File: config.mk
export PLATFORM = sky130hd
export DESIGN_NAME = bcd_serial_add_ctrl
export DESIGN_NICKNAME = d
export VERILOG_FILES = /design/src/rtl/bcd_pkg.sv /design/src/rtl/bcd_digit_add.sv /design/src/rtl/bcd_serial_add_ctrl.sv
export SDC_FILE = /design/constraint.sdc
export NUM_CORES = 1
export LEC_CHECK = 0
export ABC_AREA = 1
export ABC_CLOCK_PERIOD_IN_PS = 8760
export CAP_MARGIN = 25
export CORE_UTILIZATION = 55
export DETAILED_ROUTE_END_ITERATION = 6
export GPL_TIMING_DRIVEN = 0
export PLACE_DENSITY = 0.94
export SYNTH_ARGS = -nofsm -noshare
export SYNTH_HDL_FRONTEND = slang
export SYNTH_HIERARCHICAL = 1
export SYNTH_SLANG_ARGS = --single-unit
File: constraint.sdc
create_clock -name clk -period 8.76 [get_ports clk]
set_clock_uncertainty 0.15 [all_clocks]
set_input_delay 1.314 -clock clk [delete_from_list [all_inputs] [get_ports clk]]
set_output_delay 1.314 -clock clk [all_outputs]
set_load 0.01 [all_outputs]
File: src/rtl/bcd_pkg.sv
// Shared constants and state encoding for the serial BCD adder.
package bcd_pkg;

    localparam int unsigned DIGIT_W  = 4;
    localparam int unsigned SUM_W    = DIGIT_W + 1;
    localparam int unsigned BCD_MAX  = 9;
    localparam int unsigned BCD_CORR = 6;

    typedef enum logic [1:0] {
        ST_IDLE = 2'd0,
        ST_RUN  = 2'd1,
        ST_DONE = 2'd2
    } state_t;

endpackage

File: src/rtl/bcd_digit_add.sv
// Combinational one-digit BCD adder with decimal correction and invalid-digit flag.
module bcd_digit_add
    import bcd_pkg::*;
(
    input  logic [DIGIT_W-1:0] da,
    input  logic [DIGIT_W-1:0] db,
    input  logic               c,
    output logic [DIGIT_W-1:0] digit,
    output logic               carry,
    output logic               invalid
);

    logic [SUM_W-1:0] w_t;

    // Invalid digits go through the same correction path; no saturation.
    always_comb begin
        w_t     = SUM_W'(da) + SUM_W'(db) + SUM_W'(c);
        digit   = w_t[DIGIT_W-1:0];
        carry   = 1'b0;
        invalid = (da > DIGIT_W'(BCD_MAX)) || (db > DIGIT_W'(BCD_MAX));
        if (w_t > SUM_W'(BCD_MAX)) begin
            digit = w_t[DIGIT_W-1:0] + DIGIT_W'(BCD_CORR);
            carry = 1'b1;
        end
    end

endmodule

File: src/rtl/bcd_serial_add_ctrl.sv
// Digit-serial packed-BCD adder: one shared digit cell, LSD first, start/done handshake.
module bcd_serial_add_ctrl
    import bcd_pkg::*;
#(
    parameter int unsigned DIGITS = 4
) (
    input  logic                      clk,
    input  logic                      rst,
    input  logic                      start,
    input  logic [DIGIT_W*DIGITS-1:0] a,
    input  logic [DIGIT_W*DIGITS-1:0] b,
    input  logic                      cin,
    output logic                      ready,
    output logic                      busy,
    output logic                      done,
    output logic [DIGIT_W*DIGITS-1:0] s,
    output logic                      cout,
    output logic                      err
);

    localparam int unsigned W     = DIGIT_W * DIGITS;
    localparam int unsigned IDX_W = (DIGITS > 1) ? $clog2(DIGITS) : 1;
    localparam logic [IDX_W-1:0] LAST_IDX = IDX_W'(DIGITS - 1);

    state_t             r_state;
    state_t             w_next;
    logic [W-1:0]       r_a;
    logic [W-1:0]       r_b;
    logic [W-1:0]       r_s;
    logic [IDX_W-1:0]   r_idx;
    logic               r_carry;
    logic               r_cout;
    logic               r_err;
    logic               r_ready;
    logic               r_busy;
    logic               r_done;
    logic               w_accept;
    logic [DIGIT_W-1:0] w_digit;
    logic               w_carry;
    logic               w_invalid;

    bcd_digit_add u_digit (
        .da      (r_a[DIGIT_W*r_idx +: DIGIT_W]),
        .db      (r_b[DIGIT_W*r_idx +: DIGIT_W]),
        .c       (r_carry),
        .digit   (w_digit),
        .carry   (w_carry),
        .invalid (w_invalid)
    );

    always_ff @(posedge clk) begin
        if (rst) r_state <= ST_IDLE;
        else     r_state <= w_next;
    end

    always_comb begin
        w_next   = r_state;
        w_accept = 1'b0;
        case (r_state)
            ST_IDLE: begin
                if (start) begin
                    w_accept = 1'b1;
                    w_next   = ST_RUN;
                end
            end
            ST_RUN:  if (r_idx == LAST_IDX) w_next = ST_DONE;
            ST_DONE: w_next = ST_IDLE;
            default: w_next = ST_IDLE;
        endcase
    end

    // Status flags registered from the next state so they line up with r_state.
    always_ff @(posedge clk) begin
        if (rst) begin
            r_ready <= 1'b1;
            r_busy  <= 1'b0;
            r_done  <= 1'b0;
        end else begin
            r_ready <= (w_next == ST_IDLE);
            r_busy  <= (w_next == ST_RUN);
            r_done  <= (w_next == ST_DONE);
        end
    end

    always_ff @(posedge clk) begin
        if (rst) begin
            r_a     <= '0;
            r_b     <= '0;
            r_s     <= '0;
            r_idx   <= '0;
            r_carry <= 1'b0;
            r_cout  <= 1'b0;
            r_err   <= 1'b0;
        end else if (w_accept) begin
            r_a     <= a;
            r_b     <= b;
            r_s     <= '0;
            r_idx   <= '0;
            r_carry <= cin;
            r_cout  <= 1'b0;
            r_err   <= 1'b0;
        end else if (r_state == ST_RUN) begin
            r_s[DIGIT_W*r_idx +: DIGIT_W] <= w_digit;
            r_carry <= w_carry;
            r_err   <= r_err | w_invalid;
            if (r_idx == LAST_IDX) begin
                r_cout <= w_carry;
                r_idx  <= '0;
            end else begin
                r_idx  <= r_idx + IDX_W'(1);
            end
        end
    end

    assign ready = r_ready;
    assign busy  = r_busy;
    assign done  = r_done;
    assign s     = r_s;
    assign cout  = r_cout;
    assign err   = r_err;

endmodule
======== Yosys cells after proc, flatten, opt, wreduce, memory -nomap -nowiden ========
Cells that the tools add are included.
operators by class
  add/subtract/negate cells ............... 5
  $lt $le $gt $ge ......................... 3
  eq/ne operators ......................... 4
  shift operators ......................... 4
  multiplexer cells ....................... 11
  bitwise logic cells ..................... 1
  reduce and logical (&&, ||, !) cells .... 6
operator list
  operator                                                                  count
  4-bit negator with 34-bit output                                          1
  4-bit by 34-bit variable shift with 16-bit output (first input constant)  1
  4-bit by 34-bit indexed part select with 16-bit output                    1
  16-bit by 5-bit indexed part select with 4-bit output                     2
  16-bit bitwise mux                                                        1
  4-bit > comparator (second input constant)                                2
  2-bit 2-to-1 mux                                                          3
  4-bit by 4-bit adder with 5-bit output                                    1
  5-bit by 1-bit adder with 5-bit output                                    1
  5-bit by 4-bit > comparator with 1-bit output (second input constant)     1
  1-bit 2-to-1 mux                                                          5
  4-bit by 3-bit adder with 4-bit output (second input constant)            1
  2-bit by 1-bit == test with 1-bit output (second input constant)          2
  2-bit == test (second input constant)                                     2
  2-bit zero test                                                           2
  4-bit 2-to-1 mux                                                          1
  2-bit one-hot mux with 2 select lines                                     1
  2-bit by 1-bit adder with 2-bit output (second input constant)            1
  2-bit AND reduction                                                       1
  2-bit nonzero test                                                        1
  2-bit OR reduction                                                        1
  1-bit logical OR                                                          1
  1-bit bitwise OR                                                          1
storage, ports and cells
  bits in registers ....................... 58
  input port bits ......................... 36
  word-level logic and storage cells ...... 45

======== Longest topological paths before layout ========
Gate-level depths: netlist of run 1.
  word-level depth ........................ 7
  depth in mapped cells ................... 20
  depth with buffers taken out ............ 18

======== Hierarchy ========
Netlist of run 1, hierarchy kept.
by module, submodules not included
  module               times used  cells an instance  area each (um2)  seq. area each (um2)
  bcd_serial_add_ctrl  1           330                2424.8           1161.1
  bcd_digit_add        1           48                 312.8            0.0

======== Least setup slack after synthesis of run 1 ========
No wires, ideal clock.
  kind .................................... register to register
  start ................................... register r_idx[0]
  end ..................................... register r_s[15] (netlist: s[15])
  library setup time ...................... 70 ps
  arrival ................................. 2963 ps
  required time ........................... 8540 ps
  slack ................................... 5577 ps
  stages on the path, launching flop included .. 20
  buffers on the path ..................... 2
  period minus slack after synthesis ...... 3183 ps
  cell sequence ........................... dfxtp_1 -> buf_4 -> inv_1 -> buf_2 -> o21ai_0 -> o22ai_1 -> fa_1 -> fa_1 -> nand2_1 -> nand2_2 -> ha_1 -> a21oi_4 -> nand2_4 -> nand2_4 -> nand2_1 -> nand2_1 -> inv_1 -> nor3_1 -> nand2_1 -> a21oi_1
between the ends
  cells in the longest elaborated chain, start to end .. 7
  elaborated cells on any way between the ends .. 11
  those cells by class .................... add/sub (4); order compare (1); shift (4); mux (2)
ends and longest elaborated chain
  what                                                                                                            RTL line                                              RTL
  from (decl)                                                                                                     bcd_serial_add_ctrl.sv:30                             logic [IDX_W-1:0] r_idx;
  from (signal assigned)                                                                                          bcd_serial_add_ctrl.sv:110                            r_idx <= r_idx + IDX_W'(1);
  16-bit by 5-bit indexed part select with 4-bit output (on tied branches)                                        bcd_serial_add_ctrl.sv:43, bcd_serial_add_ctrl.sv:44
  4-bit by 4-bit adder with 5-bit output (*)                                                                      bcd_digit_add.sv:17                                   w_t = SUM_W'(da) + SUM_W'(db) + SUM_W'(c);
  5-bit by 1-bit adder with 5-bit output (*)                                                                      bcd_digit_add.sv:17
  4-bit by 3-bit adder with 4-bit output / 5-bit by 4-bit > comparator with 1-bit output (equally long branches)  bcd_digit_add.sv:22, bcd_digit_add.sv:21
  4-bit 2-to-1 mux (*)                                                                                            bcd_digit_add.sv:21                                   if (w_t > SUM_W'(BCD_MAX)) begin
  named net w_digit[3]                                                                                            bcd_serial_add_ctrl.sv:38                             logic [DIGIT_W-1:0] w_digit;
  4-bit by 34-bit indexed part select with 16-bit output (*)                                                      bcd_serial_add_ctrl.sv:103                            r_s[DIGIT_W*r_idx +: DIGIT_W] <= w_digit;
  16-bit bitwise mux (*)                                                                                          bcd_serial_add_ctrl.sv:103
  to (signal, indexed assignment)                                                                                 bcd_serial_add_ctrl.sv:103
  to (decl)                                                                                                       bcd_serial_add_ctrl.sv:29                             logic [W-1:0] r_s;
Mark *: on every way through the listed nets, which the timed path passes. The rest lies on a longest branch.
A chain may end at the register's enable or synchronous reset.

======== Worst setup path after layout of run 1 ========
  start ................................... register r_idx[1]
  end ..................................... register r_s[15] (netlist: s[15])
The elaborated chain is that of the path after synthesis.

==> Implementation_results.wiki, run 1 <==
{| class="wikitable"
! Metric !! Value
|-
| Power share of the sequential group || approximately two fifths
|-
| Number of H-tree levels || 3
|-
| Worst Reg2Reg Path Length in Cells || 18
|-
| Slew Viols, Final || 0
|-
| Pin count of the biggest net entering global routing || 13
|-
| Fraction of power consumed by the clock network || between 30% and 40%
|-
| Data required, critical path || between 8 and 9 ns
|-
| Clock sinks || 58
|-
| Post-CTS resize count || 0
|-
| Sequential fraction of the synthesis area || a little over two fifths
|-
| Clock input transition at the sequential cells of the worst setup and hold paths || approximately 0.060 ns
|-
| Final number of hold-violating endpoints || 0
|-
| Synth top area cells || sky130_fd_sc_hd__dfxtp_1, sky130_fd_sc_hd__nor2_1, sky130_fd_sc_hd__o21ai_0
|-
| Startpoint Class || flop
|-
| Vias in the first global route || approximately 2400
|-
| Summed area of non-filler cells in the final layout || 0.00358 sq mm
|-
| Top cell type by total area after synthesis || sky130_fd_sc_hd__dfxtp_1
|-
| Mean cell area of the mapped netlist || roughly 7.2 sq um
|-
| Count of standard-cell rows || 25
|-
| Total net switching power || approximately 0.21 mW
|-
| Final WS setup || between 4 and 5 ns
|-
| Portion of total power attributed to combinational logic || about a quarter
|-
| Busiest layer in global routing || met2
|-
| Sum of negative setup slack || 0 ns
|-
| Setup slack at placement || 5.04 ns
|-
| Number of vias after detailed routing || 2694
|-
| ANT nets after route || 0
|-
| Initial DRC count || approximately 170
|-
| Share of the cycle needed by the critical path after routing || between 40% and 50%
|-
| Leftover overflow at the end of global routing || 0
|-
| Count of nets after finishing || about 490
|-
| Mean routed wirelength per cell || roughly 12 microns
|-
| TritonCTS clock tree || done
|-
| Layout cells sized above 1 || a little under a tenth
|-
| Initial Utilization || 57.6%
|-
| Cell count after synthesis || roughly 380
|-
| Area of the mapped netlist || 0.00274 sq mm
|-
| Port Buf Inserts || 56
|-
| Critical path type || flop to flop
|-
| Endpoint class of the critical path || flop
|-
| TritonCTS Buffers || 9
|-
| Post-Place Cell Area || ~0.0034 sq mm
|-
| Setup slack on the worst flop-to-flop path || around 5 ns
|-
| Via-per-instance ratio || around 5.2
|-
| CTS Hold Buffers Added || 0
|-
| Wire length of the first global-routing pass || approximately 10000 microns
|-
| Reg2reg start || r_idx[1]$_SDFFE_PP0N_
|-
| Switching share of power || between 20% and 30%
|-
| Result of the run || complete, no violations
|-
| Met1 demand-to-capacity share in global routing || between 20 and 30%
|-
| Worst hold endpoint || err$_SDFFE_PP0N_
|-
| Static Leakage || approximately 1.5 nW
|-
| Hold Crit Depth || 2
|-
| Final routed DRC violation total || 0
|-
| Final estimated routing congestion in global placement || slightly below 0.9
|-
| Skew-Pair Late Insertion Delay || between 0.3 and 0.4 ns
|-
| Worst r2r dst || s[15]$_SDFFE_PP0P_
|-
| Hold Crit Class || flop to flop
|-
| Overall power consumption || between 0.7 and 0.8 mW
|-
| Fmax achieved || approximately 260 MHz
|-
| Yosys warns || 6
|-
| Number of antenna violations at the first check in global routing || 0
|-
| Root buffer cell || sky130_fd_sc_hd__clkbuf_8
|-
| Y dimension of the die || between 70 and 80 microns
|-
| Aggregate global-route resource usage || between 20% and 30%
|-
| Die Outline Area || roughly 0.0053 sq mm
|-
| Arr. time, crit path || 3.90 ns
|-
| Worst voltage drop across the vdd grid || around 0.12 mV
|-
| Normalized max-slew margin || 72.2%
|-
| Antenna cell count || 0
|-
| Portion of synthesized cell area occupied by the leading cell type || 42.4%
|-
| Total core area || 0.00475 sq mm
|-
| Pre-Repair DR Iteration Count || 5
|-
| Cell Pwr Density || around 200 mW/mm^2
|-
| Die extent in x || around 73 microns
|-
| Hold path startpoint || err$_SDFFE_PP0N_
|-
| Cell-internal power || approximately 0.50 mW
|-
| Total detailed-routing wirelength || 6340 microns
|-
| Met2 usage || between 40% and 50%
|-
| Count of different cell masters after synthesis || 28
|-
| Max Cap Violations || 0
|-
| Post-route minimum period || 3.78 ns
|-
| Number of nets in the synthesized netlist || 425
|-
| Unrepaired setup endpoints after global routing || no
|-
| Maximum number of buffers from clock root to sink || 2
|-
| Number of setup violations in the final report || 0
|-
| Flop and latch count out of synthesis || 58
|-
| Post CTS Setup Buffer Count || 0
|-
| Layout Area Growth over Synthesis || 30.8%
|-
| Num ports || 57
|-
| Met3 Use GR || just under 5%
|-
| Detail Placement HPWL || roughly 4700 microns
|-
| Maximum fanout encountered on the critical timing path || 11
|-
| Transition time at the pin with the least slew margin || 0.416 ns
|}
==> worst max path at each step <==
stage / depth (start not counted) / start / endpoint
finish: 18 / r_idx[1]$_SDFFE_PP0N_ / s[15]$_SDFFE_PP0P_
detailed placement: 18 / r_idx[1]$_SDFFE_PP0N_ / s[15]$_SDFFE_PP0P_
CTS: 18 / r_idx[1]$_SDFFE_PP0N_ / s[15]$_SDFFE_PP0P_
global placement: 18 / r_idx[1]$_SDFFE_PP0N_ / s[15]$_SDFFE_PP0P_
floorplan: 19 / r_idx[0]$_SDFFE_PP0N_ / s[15]$_SDFFE_PP0P_
global route: 18 / r_idx[1]$_SDFFE_PP0N_ / s[7]$_SDFFE_PP0P_
==> kinds of logic (layout without fill, tap and decap cells) <==
kind of cell / after synthesis / after routing / share of synthesized area [%]
AND/OR/NAND/NOR: 183 / 183 / 28.2
AO/OA/AOI/OAI: 84 / 84 / 16.5
flip-flops: 58 / 58 / 42.4
buffers and inverters: 42 / 114 / 7.31
adder cells (fa/ha/maj): 11 / 11 / 5.58
==> registers in the layout, indices dropped and copies added (netlist names) <==
name and flops:
done 1, r_carry 1, r_b 16, r_idx 2, s 16, r_state 2, err 1, busy 1
cout 1, ready 1, r_a 16
==> critical path, stage by stage, from the launching register on <==
cell                       delay, ns
sky130_fd_sc_hd__dfxtp_1        0.37
sky130_fd_sc_hd__clkbuf_1       0.33
sky130_fd_sc_hd__inv_1          0.29
sky130_fd_sc_hd__o21ai_0        0.15
sky130_fd_sc_hd__o22ai_1        0.11
sky130_fd_sc_hd__fa_1           0.48
sky130_fd_sc_hd__fa_1           0.41
sky130_fd_sc_hd__nand2_1        0.11
sky130_fd_sc_hd__nand2_2        0.10
sky130_fd_sc_hd__ha_1           0.27
sky130_fd_sc_hd__a21oi_4        0.15
sky130_fd_sc_hd__nand2_4        0.08
sky130_fd_sc_hd__nand2_4        0.08
sky130_fd_sc_hd__nand2_1        0.05
sky130_fd_sc_hd__nand2_1        0.07
sky130_fd_sc_hd__inv_1          0.06
sky130_fd_sc_hd__nor3_1         0.24
sky130_fd_sc_hd__nand2_1        0.09
sky130_fd_sc_hd__a21oi_1        0.12
==> power by group through the flow <==
stage	Combinational (mW)	Sequential, mW	Clock (mW)
5_1_grt	0.192	0.291	0.255
2_1_floorplan	0.122	0.293	0
3_5_place_dp	0.169	0.295	0
6_report	0.170	0.289	0.247
3_3_place_gp	0.163	0.294	0
4_1_cts	0.170	0.289	0.246
==> synth_stat cells <==
cell and instances:
sky130_fd_sc_hd__clkbuf_2 3, sky130_fd_sc_hd__nand2_4 3, sky130_fd_sc_hd__nand2_2 4, sky130_fd_sc_hd__nand2_1 57, sky130_fd_sc_hd__o21ai_1 5, sky130_fd_sc_hd__nor3b_1 1, sky130_fd_sc_hd__nand3_1 15, sky130_fd_sc_hd__a21oi_2 1
sky130_fd_sc_hd__nand3_2 3, sky130_fd_sc_hd__inv_4 2, sky130_fd_sc_hd__buf_2 3, sky130_fd_sc_hd__inv_2 1, sky130_fd_sc_hd__inv_1 22, sky130_fd_sc_hd__o21a_1 2, sky130_fd_sc_hd__clkbuf_1 5, sky130_fd_sc_hd__fa_1 2
sky130_fd_sc_hd__nand4_1 1, sky130_fd_sc_hd__nor2_1 96, sky130_fd_sc_hd__ha_1 9, sky130_fd_sc_hd__nor3_1 2, sky130_fd_sc_hd__a21oi_4 1, sky130_fd_sc_hd__nor2_4 1, sky130_fd_sc_hd__dfxtp_1 58, sky130_fd_sc_hd__buf_4 4
sky130_fd_sc_hd__o22ai_1 8, sky130_fd_sc_hd__a21oi_1 20, sky130_fd_sc_hd__o21ai_0 47, sky130_fd_sc_hd__buf_6 2
==> routing by layer <==
layer	vias up	share of wire [%]	wire length, microns
li1	1364	-	-
met1	1199	40	2530
met2	113	52	3300
met3	18	5.1	321
met4	0	3.0	189
met5	-	0	0
==> stage by stage <==
step | util, % | std cells | hold WS, ns
after floorplan | - | 378 | 0.299
after global placement | 71.1 | 501 | 0.289
after detailed placement | 71.1 | 501 | 0.300
after CTS | 75.3 | 517 | 0.308
after global routing | 75.3 | 517 | 0.328
final | 75.3 | 517 | 0.305
==> layout make-up <==
class / instances / area [sq um]
Multi-Input combinational cell: 278 / 1380
Fill cell: 371 / 1170
Sequential cell: 58 / 1160
Timing Repair Buffer: 56 / 561
Clock buffer: 14 / 163
Buffer: 17 / 101
Inverter: 25 / 98.8
Tap cell: 67 / 83.8
Clock inverter: 2 / 35.0
==> layout by cell type, fill, tap and decap left out, types with 2 or more instances in the layout <==
| cell | instances |
|---|---|
| sky130_fd_sc_hd__a21oi_1 | 20 |
| sky130_fd_sc_hd__buf_2 | 3 |
| sky130_fd_sc_hd__buf_4 | 4 |
| sky130_fd_sc_hd__buf_6 | 2 |
| sky130_fd_sc_hd__clkbuf_1 | 8 |
| sky130_fd_sc_hd__clkbuf_2 | 3 |
| sky130_fd_sc_hd__clkbuf_8 | 11 |
| sky130_fd_sc_hd__clkdlybuf4s50_1 | 56 |
| sky130_fd_sc_hd__dfxtp_1 | 58 |
| sky130_fd_sc_hd__fa_1 | 2 |
| sky130_fd_sc_hd__ha_1 | 9 |
| sky130_fd_sc_hd__inv_1 | 22 |
| sky130_fd_sc_hd__inv_4 | 2 |
| sky130_fd_sc_hd__nand2_1 | 57 |
| sky130_fd_sc_hd__nand2_2 | 4 |
| sky130_fd_sc_hd__nand2_4 | 3 |
| sky130_fd_sc_hd__nand3_1 | 15 |
| sky130_fd_sc_hd__nand3_2 | 3 |
| sky130_fd_sc_hd__nor2_1 | 96 |
| sky130_fd_sc_hd__nor3_1 | 2 |
| sky130_fd_sc_hd__o21a_1 | 2 |
| sky130_fd_sc_hd__o21ai_0 | 47 |
| sky130_fd_sc_hd__o21ai_1 | 5 |
| sky130_fd_sc_hd__o22ai_1 | 8 |
(Power assumes the default switching activity.)
==> inputs of run 2 (changes only) <==
--- a/config.mk
+++ b/config.mk
@@ -6,12 +6,12 @@
 export NUM_CORES = 1
 export LEC_CHECK = 0
 export ABC_AREA = 1
-export ABC_CLOCK_PERIOD_IN_PS = 8760
+export ABC_CLOCK_PERIOD_IN_PS = 3170
 export CAP_MARGIN = 25
-export CORE_UTILIZATION = 55
+export CORE_UTILIZATION = 46
 export DETAILED_ROUTE_END_ITERATION = 6
 export GPL_TIMING_DRIVEN = 0
-export PLACE_DENSITY = 0.94
+export PLACE_DENSITY = 0.85
 export SYNTH_ARGS = -nofsm -noshare
 export SYNTH_HDL_FRONTEND = slang
 export SYNTH_HIERARCHICAL = 1
==> constraint.sdc (replaced) <==
create_clock -name clk -period 3.17 [get_ports clk]
set_clock_uncertainty 0.15 [all_clocks]
set_input_delay 0.4755 -clock clk [delete_from_list [all_inputs] [get_ports clk]]
set_output_delay 0.4755 -clock clk [all_outputs]
set_load 0.01 [all_outputs]
==> run 2 against run 1 <==
  * Combinational power increased to 3.6 times the previous value
  * Die area rose by 19%
  * First-iteration DRC count fell by 5.2%
  * Worst setup slack lost 5.0 ns
  * Design area up 8.0%
  * Final cell count up 4.1%
  * Highest routed layer unchanged
  * The flow now finishes with violations (negative setup slack)
  * Largest cell class unchanged
  * Global-route usage decreased by 2.8 points
  * Sequential share of layout area shrank 2.4 points
==> Implementation_results.wiki, run 2 (synthesis gave the netlist of run 1 again) <==
{| class="wikitable"
! Metric !! Value
|-
| Maximum fanout encountered on the critical timing path || 4
|-
| Post-Place Cell Area || roughly 0.0034 sq mm
|-
| Number of vias after detailed routing || ~2800
|-
| Transition time at the pin with the least slew margin || between 0.3 and 0.4 ns
|-
| Normalized max-slew margin || between 70% and 80%
|-
| Y dimension of the die || slightly below 80 microns
|-
| Detail Placement HPWL || between 4000 and 5000 microns
|-
| Max Cap Violations || 0
|-
| Pin count of the biggest net entering global routing || 13
|-
| Skew-Pair Late Insertion Delay || 0.34 ns
|-
| Final estimated routing congestion in global placement || around 0.83
|-
| TritonCTS Buffers || 9
|-
| Failing checks || negative setup slack
|-
| Clock input transition at the sequential cells of the worst setup and hold paths || 0.07 ns
|-
| Mean routed wirelength per cell || 13.1 microns
|-
| Number of filler cells placed in the layout || slightly below 500
|-
| Initial Utilization || between 40% and 50%
|-
| Vias in the first global route || ~2600
|-
| Count of standard-cell rows || 27
|-
| Highest-count cells in the layout ignoring fill and taps || sky130_fd_sc_hd__nor2_1, sky130_fd_sc_hd__dfxtp_1, sky130_fd_sc_hd__clkdlybuf4s50_1
|-
| Static Leakage || about 1.6 nW
|-
| Endpoint class of the critical path || flop
|-
| Number of antenna violations at the first check in global routing || 0
|-
| Total detailed-routing wirelength || 7070 microns
|-
| Post-placement cell count || roughly 510
|-
| Cell Pwr Density || between 500 and 600 mW/mm^2
|-
| Pre-Repair DR Iteration Count || 4
|-
| Utilization after layout || slightly below 70%
|-
| Fmax achieved || between 300 and 400 MHz
|-
| Aggregate global-route resource usage || between 20% and 30%
|-
| Maximum number of buffers from clock root to sink || 2
|-
| Critical path type || flop to flop
|-
| Arr. time, crit path || ~3.3 ns
|-
| Initial DRC count || between 150 and 200
|-
| Highest metal used || met4
|-
| Unrepaired setup endpoints after global routing || yes
|-
| Most common cell after layout, fill and taps aside || sky130_fd_sc_hd__nor2_1
|-
| Layout Area Growth over Synthesis || 41.2%
|-
| Die extent in x || about 79 microns
|-
| Clock sinks || between 50 and 60
|-
| Number of H-tree levels || 3
|-
| Routed length on met1 || 2840 microns
|-
| Final WS setup || -0.0521 ns
|-
| Result of the run || finished with violations
|-
| Share of the cycle needed by the critical path after routing || 102%
|-
| Num ports || 57
|-
| TritonCTS clock tree || done
|-
| ANT nets after route || 0
|-
| Via-per-instance ratio || just over 5
|-
| Root buffer cell || sky130_fd_sc_hd__clkbuf_8
|-
| Startpoint Class || flop
|-
| Filler-free cell count of the finished design || 538
|-
| Amount of wire on met2 after detailed routing || about 3700 microns
|-
| Final routed DRC violation total || 0
|-
| Count of nets after finishing || between 500 and 600
|-
| Post-route minimum period || 3.22 ns
|-
| Summed area of non-filler cells in the final layout || 0.00387 sq mm
|-
| Routed met3 length || about 350 microns
|-
| Worst voltage drop across the vdd grid || 0.363 mV
|-
| Hold Crit Class || flop to flop
|-
| Leftover overflow at the end of global routing || 0
|-
| Port Buf Inserts || between 50 and 60
|-
| Final number of hold-violating endpoints || 0
|-
| Number of setup violations in the final report || 2
|-
| Antenna cell count || 0
|-
| Wire length of the first global-routing pass || around 11000 microns
|-
| Layout cells sized above 1 || approximately a fifth
|-
| Die Outline Area || 0.00626 sq mm
|-
| Total core area || 0.00561 sq mm
|-
| Final-layout worst hold slack || around 0.31 ns
|-
| Slew Viols, Final || 0
|-
| Data required, critical path || roughly 3.3 ns
|}
==> run 2: cell count changes in the layout (fill, tap and decap cells not counted), moves of 3 or more <==
| cell | before | now |
|---|---|---|
| sky130_fd_sc_hd__inv_1 | 22 | 17 |
| sky130_fd_sc_hd__buf_4 | 4 | 19 |
| sky130_fd_sc_hd__clkbuf_1 | 8 | 4 |
| sky130_fd_sc_hd__nand2_1 | 57 | 49 |
| sky130_fd_sc_hd__o21ai_2 | 0 | 3 |
| sky130_fd_sc_hd__nor2_4 | 1 | 4 |
| sky130_fd_sc_hd__inv_2 | 1 | 4 |
| sky130_fd_sc_hd__o22ai_2 | 0 | 3 |
| sky130_fd_sc_hd__o22ai_1 | 8 | 5 |
| sky130_fd_sc_hd__nor2_1 | 96 | 91 |
| sky130_fd_sc_hd__o21ai_0 | 47 | 44 |
| sky130_fd_sc_hd__nand2_2 | 4 | 11 |
==> run 2: worst paths after layout <==
check | from | to | slack (ns) | cells after the start
worst max-delay path | r_idx[0]$_SDFFE_PP0N_ | s[14]$_SDFFE_PP0P_ | -0.05 | 18
worst min-delay path | err$_SDFFE_PP0N_ | err$_SDFFE_PP0N_ | 0.31 | 2
worst max register to register | r_idx[0]$_SDFFE_PP0N_ | s[14]$_SDFFE_PP0P_ | -0.05 | 18
worst min register to register | err$_SDFFE_PP0N_ | err$_SDFFE_PP0N_ | 0.31 | 2
==> run 2: layout make-up <==
| class | count | area [sq um] | share of cell area (%) |
|---|---|---|---|
| buffer | 17 | 126 | 3.27 |
| clock buffer | 11 | 141 | 3.66 |
| clock inverter | 5 | 53.8 | 1.39 |
| inverter | 25 | 106 | 2.75 |
| multi-input combinational | 278 | 1490 | 38.5 |
| sequential | 58 | 1160 | 30.1 |
| tap | 72 | 90.1 | 2.33 |
| timing repair buffer | 72 | 698 | 18.1 |
==> run 2: what timing repair did <==
action                     CTS  global route
buffers inserted             9             6
cloned                       0             1
pin swaps                    8            10
hold buffers                 0             0
resized for setup           31            16
setup endpoints to repair   14            13
==> run 2: layer usage <==
layer	track usage, %	vias up
met5	0	-
met4	10.5	0
met3	6.44	23
met2	42.2	91
met1	25.0	1268
li1	-	1391
==> run 2: power breakdown <==
group / total, mW / internal (mW) / switching (mW) / leakage (nW)
combinational: 0.609 / 0.264 / 0.345 / 1.04
sequential: 0.802 / 0.774 / 0.0277 / 0.477
clock: 0.678 / 0.382 / 0.297 / 0.103
==> run 2: metrics by stage <==
stage	TNS [ns]	setup WS [ns]	total power, mW
floorplan	0	0.0480	1.15
global placement	-2.61	-0.390	1.27
detailed placement	-3.64	-0.464	1.29
CTS	-0.172	-0.0671	2.02
global route	-1.07	-0.139	2.19
finish	-0.0578	-0.0521	2.09
==> run 2: critical path, stage by stage, from the launching register on <==
cell                         delay, ns
sky130_fd_sc_hd__dfxtp_2          0.33
sky130_fd_sc_hd__buf_6            0.13
sky130_fd_sc_hd__clkinvlp_4       0.13
sky130_fd_sc_hd__buf_6            0.16
sky130_fd_sc_hd__o21ai_2          0.11
sky130_fd_sc_hd__o22ai_2          0.10
sky130_fd_sc_hd__fa_2             0.38
sky130_fd_sc_hd__fa_2             0.57
sky130_fd_sc_hd__inv_2            0.06
sky130_fd_sc_hd__ha_4             0.17
sky130_fd_sc_hd__a21oi_4          0.13
sky130_fd_sc_hd__nand2_4          0.08
sky130_fd_sc_hd__nand2_4          0.08
sky130_fd_sc_hd__nand2_2          0.06
sky130_fd_sc_hd__nand2_2          0.10
sky130_fd_sc_hd__nand2_4          0.08
sky130_fd_sc_hd__nor2_4           0.10
sky130_fd_sc_hd__nand2_1          0.06
sky130_fd_sc_hd__a21oi_1          0.16
